`src/rtl/ps2_pkg.sv`:
```
// Shared PS/2 definitions: host-transmit FSM states, error codes and a cycle-count helper.
package ps2_pkg;

  typedef enum logic [2:0] {
    IDLE,
    INHIBIT,
    RTS,
    START,
    DATA,
    STOP,
    ACK,
    WAIT_IDLE
  } ps2_state_t;

  localparam logic [1:0] ERR_NACK     = 2'b01;
  localparam logic [1:0] ERR_START_TO = 2'b10;
  localparam logic [1:0] ERR_FRAME_TO = 2'b11;

  localparam int unsigned RTS_CYC = 16;

  function automatic int unsigned us_to_cyc(input int unsigned clk_hz, input int unsigned us);
    return (clk_hz / 32'd1_000_000) * us;
  endfunction

endpackage

```
`src/rtl/ps2_line_sync.sv`:
```
// Two-flop synchronizers for the PS/2 clock and data pins plus clock falling-edge detect.
module ps2_line_sync (
  input  logic clk,
  input  logic reset,
  input  logic ps2_clk_in,
  input  logic ps2_data_in,
  output logic clk_sync,
  output logic data_sync,
  output logic clk_fe
);

  logic [1:0] clk_ff;
  logic [1:0] data_ff;
  logic       clk_prev;

  // Reset to the idle-high bus level so release from reset never looks like an edge.
  always_ff @(posedge clk or negedge reset) begin
    if (!reset) begin
      clk_ff   <= 2'b11;
      data_ff  <= 2'b11;
      clk_prev <= 1'b1;
    end else begin
      clk_ff   <= {clk_ff[0], ps2_clk_in};
      data_ff  <= {data_ff[0], ps2_data_in};
      clk_prev <= clk_ff[1];
    end
  end

  assign clk_sync  = clk_ff[1];
  assign data_sync = data_ff[1];
  assign clk_fe    = clk_prev & ~clk_ff[1];

endmodule

```
`src/rtl/ps2_host_tx.sv`:
```
// PS/2 host-to-device byte transmitter (request-to-send, odd parity, ACK check).
// Define PS2_HOST_TX_TIMEOUT_EN to enable the start and frame timeouts.
module ps2_host_tx
  import ps2_pkg::*;
#(
  parameter int unsigned CLK_HZ           = 50_000_000,
  parameter int unsigned INHIBIT_US       = 100,
  parameter int unsigned START_TIMEOUT_US = 15000,
  parameter int unsigned FRAME_TIMEOUT_US = 2000
) (
  input  logic       clk,
  input  logic       reset,
  input  logic [7:0] tx_data,
  input  logic       tx_valid,
  output logic       tx_ready,
  input  logic       ps2_clk_in,
  input  logic       ps2_data_in,
  output logic       ps2_clk_oe,
  output logic       ps2_data_oe,
  output logic       busy,
  output logic       done,
  output logic       err,
  output logic [1:0] err_code
);

  localparam int unsigned INHIBIT_CYC  = us_to_cyc(CLK_HZ, INHIBIT_US);
  localparam int unsigned START_TO_CYC = us_to_cyc(CLK_HZ, START_TIMEOUT_US);
  localparam int unsigned FRAME_TO_CYC = us_to_cyc(CLK_HZ, FRAME_TIMEOUT_US);
  localparam int unsigned MAX_A   = (INHIBIT_CYC > RTS_CYC) ? INHIBIT_CYC : RTS_CYC;
  localparam int unsigned MAX_B   = (START_TO_CYC > FRAME_TO_CYC) ? START_TO_CYC : FRAME_TO_CYC;
  localparam int unsigned CNT_MAX = (MAX_A > MAX_B) ? MAX_A : MAX_B;
  localparam int unsigned CNT_W   = $clog2(CNT_MAX + 1);

  logic clk_sync, data_sync, clk_fe;

  ps2_line_sync u_sync (
    .clk        (clk),
    .reset      (reset),
    .ps2_clk_in (ps2_clk_in),
    .ps2_data_in(ps2_data_in),
    .clk_sync   (clk_sync),
    .data_sync  (data_sync),
    .clk_fe     (clk_fe)
  );

  ps2_state_t       state_q, state_d;
  logic [CNT_W-1:0] cnt_q, cnt_d;
  logic [8:0]       shift_q, shift_d;
  logic [3:0]       idx_q, idx_d;
  logic             nack_q, nack_d;
  logic             clk_oe_q, clk_oe_d;
  logic             data_oe_q, data_oe_d;
  logic             done_q, done_d;
  logic             err_q, err_d;
  logic [1:0]       err_code_q, err_code_d;

  always_ff @(posedge clk or negedge reset) begin
    if (!reset) begin
      state_q    <= IDLE;
      cnt_q      <= '0;
      shift_q    <= '0;
      idx_q      <= '0;
      nack_q     <= 1'b0;
      clk_oe_q   <= 1'b0;
      data_oe_q  <= 1'b0;
      done_q     <= 1'b0;
      err_q      <= 1'b0;
      err_code_q <= 2'b00;
    end else begin
      state_q    <= state_d;
      cnt_q      <= cnt_d;
      shift_q    <= shift_d;
      idx_q      <= idx_d;
      nack_q     <= nack_d;
      clk_oe_q   <= clk_oe_d;
      data_oe_q  <= data_oe_d;
      done_q     <= done_d;
      err_q      <= err_d;
      err_code_q <= err_code_d;
    end
  end

  always_comb begin
    state_d    = state_q;
    cnt_d      = cnt_q;
    shift_d    = shift_q;
    idx_d      = idx_q;
    nack_d     = nack_q;
    done_d     = 1'b0;
    err_d      = 1'b0;
    err_code_d = err_code_q;

    case (state_q)
      IDLE: begin
        if (tx_valid) begin
          shift_d = {~^tx_data, tx_data};
          cnt_d   = '0;
          state_d = INHIBIT;
        end
      end
      INHIBIT: begin
        if (cnt_q == CNT_W'(INHIBIT_CYC - 1)) begin
          cnt_d   = '0;
          state_d = RTS;
        end else begin
          cnt_d = cnt_q + CNT_W'(1);
        end
      end
      RTS: begin
        if (cnt_q == CNT_W'(RTS_CYC - 1)) begin
          cnt_d   = '0;
          state_d = START;
        end else begin
          cnt_d = cnt_q + CNT_W'(1);
        end
      end
      START: begin
        // Counter restarts at fe#1 so it then measures the frame window.
        if (clk_fe) begin
          state_d = DATA;
          idx_d   = '0;
          cnt_d   = '0;
        end
`ifdef PS2_HOST_TX_TIMEOUT_EN
        else if (cnt_q == CNT_W'(START_TO_CYC - 1)) begin
          state_d    = IDLE;
          err_d      = 1'b1;
          err_code_d = ERR_START_TO;
        end else begin
          cnt_d = cnt_q + CNT_W'(1);
        end
`endif
      end
      DATA: begin
        if (clk_fe) begin
          if (idx_q == 4'd8) state_d = STOP;
          else               idx_d   = idx_q + 4'd1;
        end
      end
      STOP: state_d = ACK;
      ACK: begin
        if (clk_fe) begin
          nack_d  = data_sync;
          state_d = WAIT_IDLE;
        end
      end
      WAIT_IDLE: begin
        if (clk_sync && data_sync) begin
          state_d = IDLE;
          if (nack_q) begin
            err_d      = 1'b1;
            err_code_d = ERR_NACK;
          end else begin
            done_d = 1'b1;
          end
        end
      end
      default: state_d = IDLE;
    endcase

`ifdef PS2_HOST_TX_TIMEOUT_EN
    if ((state_q inside {DATA, STOP, ACK}) && (state_d != WAIT_IDLE)) begin
      if (cnt_q == CNT_W'(FRAME_TO_CYC - 1)) begin
        state_d    = IDLE;
        err_d      = 1'b1;
        err_code_d = ERR_FRAME_TO;
      end else begin
        cnt_d = cnt_q + CNT_W'(1);
      end
    end
`endif

    // Line drives are registered from the next state: one cycle after the decision.
    clk_oe_d = state_d inside {INHIBIT, RTS};
    case (state_d)
      RTS, START: data_oe_d = 1'b1;
      DATA:       data_oe_d = ~shift_d[idx_d];
      default:    data_oe_d = 1'b0;
    endcase
  end

  assign tx_ready    = (state_q == IDLE);
  assign busy        = (state_q != IDLE);
  assign ps2_clk_oe  = clk_oe_q;
  assign ps2_data_oe = data_oe_q;
  assign done        = done_q;
  assign err         = err_q;
  assign err_code    = err_code_q;

endmodule

```
`config.mk`:
```
export PLATFORM = sky130hd
export DESIGN_NAME = ps2_host_tx
export DESIGN_NICKNAME = d
export VERILOG_FILES = /design/src/rtl/ps2_pkg.sv /design/src/rtl/ps2_line_sync.sv /design/src/rtl/ps2_host_tx.sv
export SDC_FILE = /design/constraint.sdc
export NUM_CORES = 1
export LEC_CHECK = 0
export ABC_AREA = 1
export CORE_MARGIN = 2
export CORE_UTILIZATION = 37
export CTS_BUF_LIST = sky130_fd_sc_hd__clkbuf_8 sky130_fd_sc_hd__clkbuf_16
export DETAILED_ROUTE_END_ITERATION = 8
export GPL_TIMING_DRIVEN = 0
export PLACE_DENSITY = 0.67
export SYNTH_ARGS = -nofsm -noshare
export SYNTH_HDL_FRONTEND = slang
export SYNTH_HIERARCHICAL = 1
export SYNTH_SLANG_ARGS = --single-unit
```
`constraint.sdc`:
```
create_clock -name clk -period 3.45 [get_ports clk]
set_clock_uncertainty 0.1 [all_clocks]
set_input_delay 0.69 -clock clk [delete_from_list [all_inputs] [get_ports clk]]
set_output_delay 0.69 -clock clk [all_outputs]
set_load 0.03 [all_outputs]
```
Yosys cells after proc, flatten, opt, wreduce, memory -nomap -nowiden. Index checks and enable logic that the tools add are counted.

Add/subtract/negate cells: 2. Order comparisons: 1. Equality and inequality tests: 16. Mux-type cells: 29. Bitwise operators: 3. Reduce and logical (&&, ||, !) cells: 10.

Operators by type and width (number): two-way mux 20 bit (4); case mux 20 bit (4 select lines) (1); two-way mux 3 bit (8); case mux 3 bit (8 select lines) (1); adder 20 x 1 -> 20 bit (second input constant) (1); equality test 20 x 13 -> 1 bit (second input constant) (1); equality test 20 x 4 -> 1 bit (second input constant) (1); two-way mux 9 bit (2); equality test 3 bit (second input constant) (5); equality test 3 x 2 -> 1 bit (second input constant) (4); two-way mux 4 bit (3); case mux 4 bit (2 select lines) (1); XNOR reduction 8 bit (1); two-way mux 1 bit (7); equality test 3 x 1 -> 1 bit (second input constant) (2); AND reduction 3 bit (2); < comparator 4 x 5 -> 1 bit (second input constant) (1); adder 4 x 1 -> 4 bit (second input constant) (1); binary-select mux 1 bit (select 4 bit) (1); equality test 4 bit (second input constant) (1); inequality test 2 bit (second input constant) (2); nonzero test 4 bit (1); zero test 3 bit (1); nonzero test 3 bit (1); 7 further kinds (8).

Register bits: 47. Output and inout port bits: 8.

Depth between registers and ports, before layout. Gate-level depths: netlist of run 1.

Word-level depth: 8. Mapped depth: 14.

Modules after synthesis. The synthesis of run 1 kept the hierarchy.

Modules (own cells, without submodules): ps2_host_tx (instances 1, cells an instance 376, area an instance 2661.3 µm², seq. area each 1051.0 µm²); ps2_line_sync (instances 1, cells an instance 7, area an instance 141.4 µm², seq. area each 131.4 µm²).

Worst setup path before layout of run 1. Ideal clock, no wire load.

Path type: register to output. Start: register state_q[2]. End: output port tx_ready. Data arrival time: 1.157 ns. Required time: 2.660 ns. Setup slack: 1.503 ns. Cell stages (with the launch flop): 5. Cell sequence: dfrtp_1 -> buf_4 -> inv_2 -> nand2_1 -> inv_1.

Longest elaborated chain between the ends: 1.

Ends and longest elaborated chain: start: declaration (line ps2_host_tx.sv:46) `ps2_state_t state_q, state_d;`; start signal: assignment (line ps2_host_tx.sv:70) `state_q <= state_d;`; zero test 3 bit (line ps2_host_tx.sv:182) `assign tx_ready = (state_q == IDLE);`; end: declaration (line ps2_host_tx.sv:15) `output logic tx_ready,`.

No other way between the ends.

Final worst setup path of run 1.
Start: register state_q[1]. End: output port tx_ready.

The elaborated chain is that of the path after synthesis.

==> impl_summary.log, run 1 <==
[metrics] outcome: complete, no violations
[metrics] Min Clock Period, post-route: 2.67 ns
[metrics] pre-CTS setup slack: ~0.95 ns
[metrics] Horiz. Die Dim: around 91 microns
[metrics] Crit path largest cell delay: ~0.66 ns
[metrics] worst reg2reg path startpoint: cnt_q[0]
[metrics] last weighted congestion value of the routability-driven placer: slightly above 0.9
[metrics] XOR/XNOR share of the synthesized area: 0.0469
[metrics] last element of the critical path: tx_ready
[metrics] final setup slack of the worst path: ~0.78 ns
[metrics] I/O pin count: 21
[metrics] Detailed Route WL: ~6000 microns
[metrics] post-CTS setup buffer count: 0
[metrics] buffering stage count on the worst path with inverters included: 2
[metrics] Overflow after GRT: 0
[metrics] worst skew pair latency: 0.30 ns
[metrics] DP Wirelength: 4690 microns
[metrics] highest ir drop seen on vdd: approximately 160 uV
[metrics] critical path cell sequence: nor2_2 -> nand2_1 -> inv_1 -> clkdlybuf4s50_1
[metrics] Area contributors post-synth: sky130_fd_sc_hd__dfrtp_1, sky130_fd_sc_hd__nand2_1, sky130_fd_sc_hd__inv_1
[metrics] Final Util: 0.445
[metrics] setup slack of the worst register-to-register path: 1.27 ns
[metrics] setup repair after global routing missed its margin: no
[metrics] placeable core region: around 0.0073 sq mm
[metrics] static leakage: roughly 1.6 nW
[metrics] number of hold buffers added after cts: 0
[metrics] root cell of the clock tree: sky130_fd_sc_hd__clkbuf_8
[metrics] kind of cell with the highest combined delay on the critical path: buffers and inverters
[metrics] number of remaining DRC errors: 0
[metrics] gate count after technology mapping: around 380
[metrics] total met2 wirelength after detailed routing: between 2000 and 3000 microns
[metrics] metal1 wirelength: ~3000 microns
[metrics] Synth Register Bits: 47
[metrics] cell area after synthesis: between 0.002 and 0.003 sq mm
[metrics] share of the synthesized area in the top cell type: 0.375
[metrics] via count: between 2,000 and 2,500
[metrics] TritonCTS clock tree: built
[metrics] endpoint arrival time on the critical path: roughly 1.9 ns
[metrics] overall die height: 91.0 microns
[metrics] clock slew at the register clock pins of the worst setup and hold paths: 0.09 ns
[metrics] Finish-stage setup viols: 0
[metrics] post-synthesis share of cell area spent on and, or, nand and nor gates: 0.358
[metrics] Avg WL per Cell: about 12 microns
[metrics] Layout area overhead: 15.9%
[metrics] fraction of synthesized area in multiplexers: 0
[metrics] count of filler cells inserted in the layout: between 700 and 800
[metrics] highest metal used: met4
[metrics] number of max-slew violations in the final report: 0
[metrics] fraction of synthesis flops using an asynchronous set or reset pin: 1.00
[metrics] maximum number of pins on one net before global-route repair: 33
[metrics] total global routing track utilization: 0.153
[metrics] crit-path max FO: 7
[metrics] library cell with the largest summed area after synthesis: sky130_fd_sc_hd__dfrtp_1
[metrics] Max-Cap Viols: 0
[metrics] met3 WL post-DR: about 260 microns
[metrics] Clock H-tree levels: 2
[metrics] 1st-pass router iterations: 4
[metrics] Antenna Cells: 0
[metrics] adder and majority gate portion of the synthesized area: 0.0134
[metrics] post-cts resize count: 0
[metrics] Net Count, Synth: between 300 and 400
[metrics] number of buffers created by CTS: 5
[metrics] critical path class: reg2out
[metrics] Synth Area in Compound Gates: 0.0714
[metrics] Final Hold Viols: 0
[metrics] number of distinct standard cells referenced by the synthesized netlist: 32
[metrics] Detailed Route Iter0 Violations: 150
[metrics] ANT nets after route: 0
[metrics] FF-to-FF path depth: 11
[metrics] post-synthesis sequential area ratio: 0.422
[metrics] main combinational cell family by area after synthesis: simple AND/OR/NAND/NOR gates
[metrics] number of enable-type register cells in the synthesized netlist: 0
[metrics] Crit. Startpoint: state_q[1]
[metrics] initial standard-cell utilization of the core: 0.384
[metrics] buffer depth of the longest clock path: 2
[metrics] antenna violations before repair: 0
[metrics] net count of the finished layout: roughly 430
[metrics] type of origin of the critical path: register
[metrics] I/O Buffers: 19
[metrics] mean area per synthesized cell: 7.32 sq um
[metrics] share of layout cells above drive strength 1: 0.102
[metrics] power density over the cells: around 330 mW/mm^2
[metrics] overall die area: ~0.0083 sq mm
[metrics] element type at the critical path end: output port
[metrics] predominant post-synthesis flop cell: sky130_fd_sc_hd__dfrtp_1
[metrics] count of clock tree sinks: 47
[metrics] worst reg2reg endpoint: cnt_q[9]
[metrics] drt via density: ~4.9
[metrics] standard cell with the maximum stage delay on the critical path: sky130_fd_sc_hd__clkdlybuf4s50_1
[metrics] first-pass GRT wire length: approximately 10,000 microns
[metrics] data required time at the worst endpoint: between 2 and 3 ns
[metrics] post-route clock period utilization: 0.775
[metrics] Synth Warn #: 6
[metrics] number of global-route vias before repair: approximately 2,300
[metrics] fmax: around 370 MHz
[metrics] number of gates on the worst path with buffers counted: 4
[metrics] number of standard-cell rows in the floorplan: 31
[metrics] TNS Setup: 0 ns
[metrics] class of the tightest hold or removal check: in2async
-- cells by family (layout without fill, tap and decap cells) --
kind of cell,Yosys count,after routing
other,1,1
and+or+nand+nor,219,219
adders and majority gates,3,3
DFF,47,47
xor gates and xnor gates,15,15
AOI/OAI and AO/OA,36,36
buffers and inverters,62,90
-- cell usage in the layout (no fill, tap or decap), types with 2 or more instances in the layout --
cell	n
sky130_fd_sc_hd__nand2_1	96
sky130_fd_sc_hd__inv_1	53
sky130_fd_sc_hd__nor2_1	43
sky130_fd_sc_hd__dfrtp_1	42
sky130_fd_sc_hd__nand3_1	35
sky130_fd_sc_hd__clkdlybuf4s50_1	18
sky130_fd_sc_hd__nand4_1	15
sky130_fd_sc_hd__o21ai_0	13
sky130_fd_sc_hd__xor2_1	10
sky130_fd_sc_hd__nor3_1	10
sky130_fd_sc_hd__a21oi_1	9
sky130_fd_sc_hd__o21ai_1	6
sky130_fd_sc_hd__inv_2	5
sky130_fd_sc_hd__or2_2	5
sky130_fd_sc_hd__xnor2_1	5
sky130_fd_sc_hd__clkbuf_8	5
sky130_fd_sc_hd__dfstp_2	5
sky130_fd_sc_hd__nor2_2	4
sky130_fd_sc_hd__buf_2	3
sky130_fd_sc_hd__nor3_2	3
sky130_fd_sc_hd__ha_1	3
sky130_fd_sc_hd__buf_4	2
sky130_fd_sc_hd__nor2_4	2
sky130_fd_sc_hd__nand3b_1	2
sky130_fd_sc_hd__o211ai_1	2
sky130_fd_sc_hd__a31oi_1	2
sky130_fd_sc_hd__o21bai_1	2
-- flip-flops by register name (all words and copies together), names as in the netlist, 2 cells and up --
signal	flops
u_sync/data_ff	2
cnt_q	20
u_sync/clk_ff	2
state_q	3
shift_q	9
idx_q	4
-- report_power, final --
group          switching [mW]  total [mW]  internal, mW
Sequential             0.0121       0.576         0.564
Combinational          0.0506      0.0844        0.0338
Clock                   0.201       0.420         0.220
Total                   0.263        1.08         0.817
-- per-layer routing --
layer  GRT usage  up-vias
li1            -     1277
met4      0.0492        0
met5           0        -
met1       0.207     1143
met2       0.248       53
met3      0.0299        7
-- worst reg2reg max path: stages, from the launching register on --
cell                       delay [ns]
sky130_fd_sc_hd__dfrtp_1         0.43
sky130_fd_sc_hd__ha_1            0.22
sky130_fd_sc_hd__nand2_1         0.10
sky130_fd_sc_hd__nand3b_1        0.16
sky130_fd_sc_hd__nor2_1          0.13
sky130_fd_sc_hd__nand2_1         0.06
sky130_fd_sc_hd__nand2_1         0.07
sky130_fd_sc_hd__nand2_1         0.24
sky130_fd_sc_hd__nor2_4          0.27
sky130_fd_sc_hd__inv_2           0.08
sky130_fd_sc_hd__o21ai_1         0.11
sky130_fd_sc_hd__a21oi_1         0.09
-- worst min-delay path by stage --
stage | from | endpoint
final | reset | idx_q[3]
after global routing | reset | idx_q[1]
after CTS | reset | idx_q[1]
after detailed placement | u_sync/clk_ff[0] | u_sync/clk_ff[1]
after global placement | u_sync/clk_ff[0] | u_sync/clk_ff[1]
after floorplan | u_sync/clk_ff[0] | u_sync/clk_ff[1]
-- final cells by class --
type,count,area (sq um),share of cell area
Multi-Input combinational cell,274,1380,0.424
Sequential cell,47,1180,0.364
Inverter,58,218,0.0670
Timing Repair Buffer,20,205,0.0632
Tap cell,99,124,0.0381
Clock buffer,5,68.8,0.0212
Clock inverter,3,47.5,0.0146
Buffer,4,25.0,0.00770
-- synthesized netlist by cell type, types with 3 or more instances --
cell                      number
sky130_fd_sc_hd__dfrtp_1      42
sky130_fd_sc_hd__inv_2         5
sky130_fd_sc_hd__ha_1          3
sky130_fd_sc_hd__dfstp_2       5
sky130_fd_sc_hd__nand3_1      35
sky130_fd_sc_hd__o21ai_1       6
sky130_fd_sc_hd__nor3_1       10
sky130_fd_sc_hd__inv_1        53
sky130_fd_sc_hd__or2_2         5
sky130_fd_sc_hd__nor2_1       43
sky130_fd_sc_hd__xor2_1       10
sky130_fd_sc_hd__o21ai_0      13
sky130_fd_sc_hd__nand2_1      96
sky130_fd_sc_hd__nor3_2        3
sky130_fd_sc_hd__xnor2_1       5
sky130_fd_sc_hd__nor2_2        4
sky130_fd_sc_hd__a21oi_1       9
sky130_fd_sc_hd__nand4_1      15
-- stage by stage --
step	hold WS, ns	total power [mW]	area, sq um	instances
detailed placement	0.247	0.671	3130	502
global route	0.208	1.13	3250	510
CTS	0.199	1.09	3250	510
finish	0.185	1.08	3250	510
global placement	0.246	0.668	3120	501
floorplan	0.245	0.629	2800	383
Note: power is estimated with default switching activity, not from simulation.
==> run 2: changes to the inputs <==
--- a/config.mk
+++ b/config.mk
@@ -11,7 +11,7 @@
 export CTS_BUF_LIST = sky130_fd_sc_hd__clkbuf_8 sky130_fd_sc_hd__clkbuf_16
 export DETAILED_ROUTE_END_ITERATION = 8
 export GPL_TIMING_DRIVEN = 0
-export PLACE_DENSITY = 0.67
+export PLACE_DENSITY = 0.69
 export SYNTH_ARGS = -nofsm -noshare
 export SYNTH_HDL_FRONTEND = slang
 export SYNTH_HIERARCHICAL = 1
==> constraint.sdc (replaced) <==
create_clock -name clk -period 2.2 [get_ports clk]
set_clock_uncertainty 0.1 [all_clocks]
set_input_delay 0.44 -clock clk [delete_from_list [all_inputs] [get_ports clk]]
set_output_delay 0.44 -clock clk [all_outputs]
set_load 0.03 [all_outputs]
==> impl_summary.log, run 2 (synthesized netlist as in run 1, its figures left out) <==
[metrics] outcome: finished, violations left (was complete, no violations)
[metrics] failing checks: negative hold slack
[metrics] type of origin of the critical path: register (unchanged)
[metrics] Seq pwr share: 0.533 (about the same)
[metrics] post-route clock period utilization: 0.950
[metrics] crit-path max FO: 9 (was 7)
[metrics] drt via density: 4.88 (was 4.86)
[metrics] maximum number of pins on one net before global-route repair: 26 (was 33)
[metrics] Final Hold Viols: 4 (was 0)
[metrics] number of hold buffers added after cts: 0 (unchanged)
[metrics] Antenna Cells: 0 (unchanged)
[metrics] Slew headroom: 0.652
[metrics] count of filler cells inserted in the layout: 752 (was 727)
[metrics] net count of the finished layout: 428 (was 426)
[metrics] worst skew pair latency: 0.31 ns (was 0.30 ns)
[metrics] Detailed Route WL: 5910 microns (was 6080 microns)
[metrics] root cell of the clock tree: sky130_fd_sc_hd__clkbuf_8 (unchanged)
[metrics] overall die height: 91.0 microns (unchanged)
[metrics] register with the highest flop count: cnt_q (unchanged)
[metrics] PnR Total Power: 1.70 mW (was 1.08 mW)
[metrics] number of standard-cell rows in the floorplan: 31 (unchanged)
[metrics] number of max-slew violations in the final report: 0 (unchanged)
[metrics] initial standard-cell utilization of the core: 0.384 (unchanged)
[metrics] Clock H-tree levels: 2 (unchanged)
[metrics] critical path class: reg2out (unchanged)
[metrics] first-pass GRT wire length: 10,300 microns (was 10,400 microns)
[metrics] clock network fraction of total power: 0.388 (was 0.389)
[metrics] number of global-route vias before repair: 2,295 (was 2,329)
[metrics] Worst Max-Slew Pin Slew: approximately 0.52 ns
[metrics] DP Wirelength: 4560 microns (was 4690 microns)
[metrics] Finish-stage setup viols: 0 (unchanged)
[metrics] Crit path largest cell delay: 0.37 ns (was 0.66 ns)
[metrics] I/O pin count: 21 (unchanged)
[metrics] total global routing track utilization: 0.152 (was 0.153)
[metrics] most frequent cells in the layout: sky130_fd_sc_hd__nand2_1, sky130_fd_sc_hd__inv_1, sky130_fd_sc_hd__nor2_1, sky130_fd_sc_hd__dfrtp_1, sky130_fd_sc_hd__nand3_1 (was sky130_fd_sc_hd__nand2_1, sky130_fd_sc_hd__inv_1, sky130_fd_sc_hd__nor2_1)
[metrics] buffer depth of the longest clock path: 2 (unchanged)
[metrics] number of buffers created by CTS: 5 (unchanged)
[metrics] Top Registers: cnt_q x20, shift_q x9, idx_q x4 (unchanged)
[metrics] number of remaining DRC errors: 0 (unchanged)
[metrics] I/O Buffers: 19 (unchanged)
[metrics] highest ir drop seen on vdd: 315 uV (was 155 uV)
[metrics] count of clock tree sinks: 47 (unchanged)
[metrics] endpoint arrival time on the critical path: 1.55 ns (was 1.88 ns)
[metrics] via count: 2,496 (was 2,480)
[metrics] Min Clock Period, post-route: between 2 and 2.5 ns
[metrics] FF-to-FF path depth: 11 (unchanged)
[metrics] worst reg2reg endpoint: cnt_q[9] (unchanged)
[metrics] worst reg2reg path startpoint: cnt_q[0] (unchanged)
[metrics] flip-flop count of the largest register, all copies and words added: 20 (unchanged)
[metrics] overall die area: 0.00829 sq mm (unchanged)
[metrics] data required time at the worst endpoint: 1.66 ns (was 2.66 ns)
[metrics] Layout area overhead: 18.1% (was 15.9%)
[metrics] static leakage: 1.58 nW (was 1.56 nW)
[metrics] share of layout cells above drive strength 1: 0.131 (was 0.102)
[metrics] 1st-pass router iterations: 5 (was 4)
[metrics] antenna violations before repair: 0 (unchanged)
[metrics] standard cell with the maximum stage delay on the critical path: sky130_fd_sc_hd__dfrtp_1 (was sky130_fd_sc_hd__clkdlybuf4s50_1)
[metrics] critical path cell sequence: buf_4 -> inv_2 -> nand2_1 -> inv_1 -> clkdlybuf4s15_1 (was nor2_2 -> nand2_1 -> inv_1 -> clkdlybuf4s50_1)
[metrics] power density over the cells: 513 mW/mm^2 (was 333 mW/mm^2)
[metrics] Avg WL per Cell: 11.5 microns (was 11.9 microns)
[metrics] logic gate share of total power: 0.079 (was 0.078)
[metrics] total internal power: 1.28 mW (was 0.817 mW)
[metrics] last weighted congestion value of the routability-driven placer: 0.887 (was 0.913)
[metrics] number of non-filler instances in the completed layout: 512 (was 510)
[metrics] Max-Cap Viols: 0 (unchanged)
[metrics] Horiz. Die Dim: 91.0 microns (unchanged)
[metrics] ANT nets after route: 0 (unchanged)
[metrics] Hold Worst Slack: -0.00240 ns (was 0.185 ns)
[metrics] clock slew at the register clock pins of the worst setup and hold paths: 0.09 ns (about the same)
[metrics] Overflow after GRT: 0 (unchanged)
[metrics] element type at the critical path end: output port (unchanged)
[metrics] total instance count after detailed placement: 502 (unchanged)
[metrics] power spent charging and discharging nets: 0.414 mW (was 0.263 mW)
[metrics] class of the tightest hold or removal check: in2async (unchanged)
[metrics] placeable core region: 0.00729 sq mm (unchanged)
[metrics] fmax: approximately 480 MHz
[metrics] most common cell after layout, fill and taps aside: sky130_fd_sc_hd__nand2_1 (unchanged)
[metrics] Detailed Route Iter0 Violations: 149 (was 150)
[metrics] TritonCTS clock tree: built (unchanged)
[metrics] setup slack of the worst register-to-register path: 0.19 ns (was 1.27 ns)
[metrics] sw frac: 0.244 (about the same)
## run 2: changes by cell type in the layout (fill, tap and decap cells not counted), sizes merged
cell           delta
buf               +2
clkdlybuf4s15     +1
clkdlybuf4s50     -2
dlygate4sd2       +1
## run 2: what timing repair did
item,in CTS,in global routing
setup endpoints to repair,2,10
pin swaps,0,2
cloned,0,0
buffers inserted,0,2
endpoints found under the hold margin,0,0
resized for setup,2,16
## run 2: power by group through the flow
stage | combinational (mW) | sequential, mW | clock, mW
after floorplan | 0.0715 | 0.915 | 0
after global placement | 0.128 | 0.919 | 0
after detailed placement | 0.133 | 0.920 | 0
after CTS | 0.133 | 0.903 | 0.680
after global routing | 0.153 | 0.907 | 0.720
final | 0.135 | 0.904 | 0.658
## run 2: worst max-delay path: cells and delay by family, from the launching register on
family / cells / cell delay, ns
buffers and inverters: 4 / 0.76
flip-flops: 1 / 0.37
AND/OR/NAND/NOR: 1 / 0.12
## run 2: per-layer routing
layer  GRT usage  vias up  wire length, microns
li1            -     1286                     -
met1       0.216     1155                  2970
met2       0.237       49                  2630
met3      0.0266        6                   223
met4      0.0467        0                    77
met5           0        -                     0
## run 2: layout make-up
class	count	area [sq um]	area share
flip-flops and latches	47	1180	0.358
plain buffers	4	31.3	0.00945
repair buffers	22	219	0.0661
multi-input cells	274	1420	0.429
clock inverters	3	47.5	0.0144
clock buffers	5	68.8	0.0208
well taps	99	124	0.0374
inverters	58	218	0.0658
## run 2: worst max path at each step
stage,startpoint,endpoint,depth (start not counted)
final,state_q[2],tx_ready,5
after CTS,cnt_q[0],cnt_q[9],11
after detailed placement,tx_valid,ps2_data_oe,11
after floorplan,state_q[2],cnt_q[15],10
after global routing,cnt_q[0],cnt_q[9],11
after global placement,reset,state_q[0],1
## run 2: stage by stage
step                      instance area (sq um)  worst slack (ns)   util  setup TNS (ns)
after CTS                                  3250            0.0266  0.445               0
after floorplan                            2800             0.344      -               0
after global placement                     3120            -0.741  0.427          -32.38
after detailed placement                   3130           -0.0957  0.429          -0.142
final                                      3310             0.109  0.454               0
after global routing                       3310           -0.0106  0.454         -0.0106
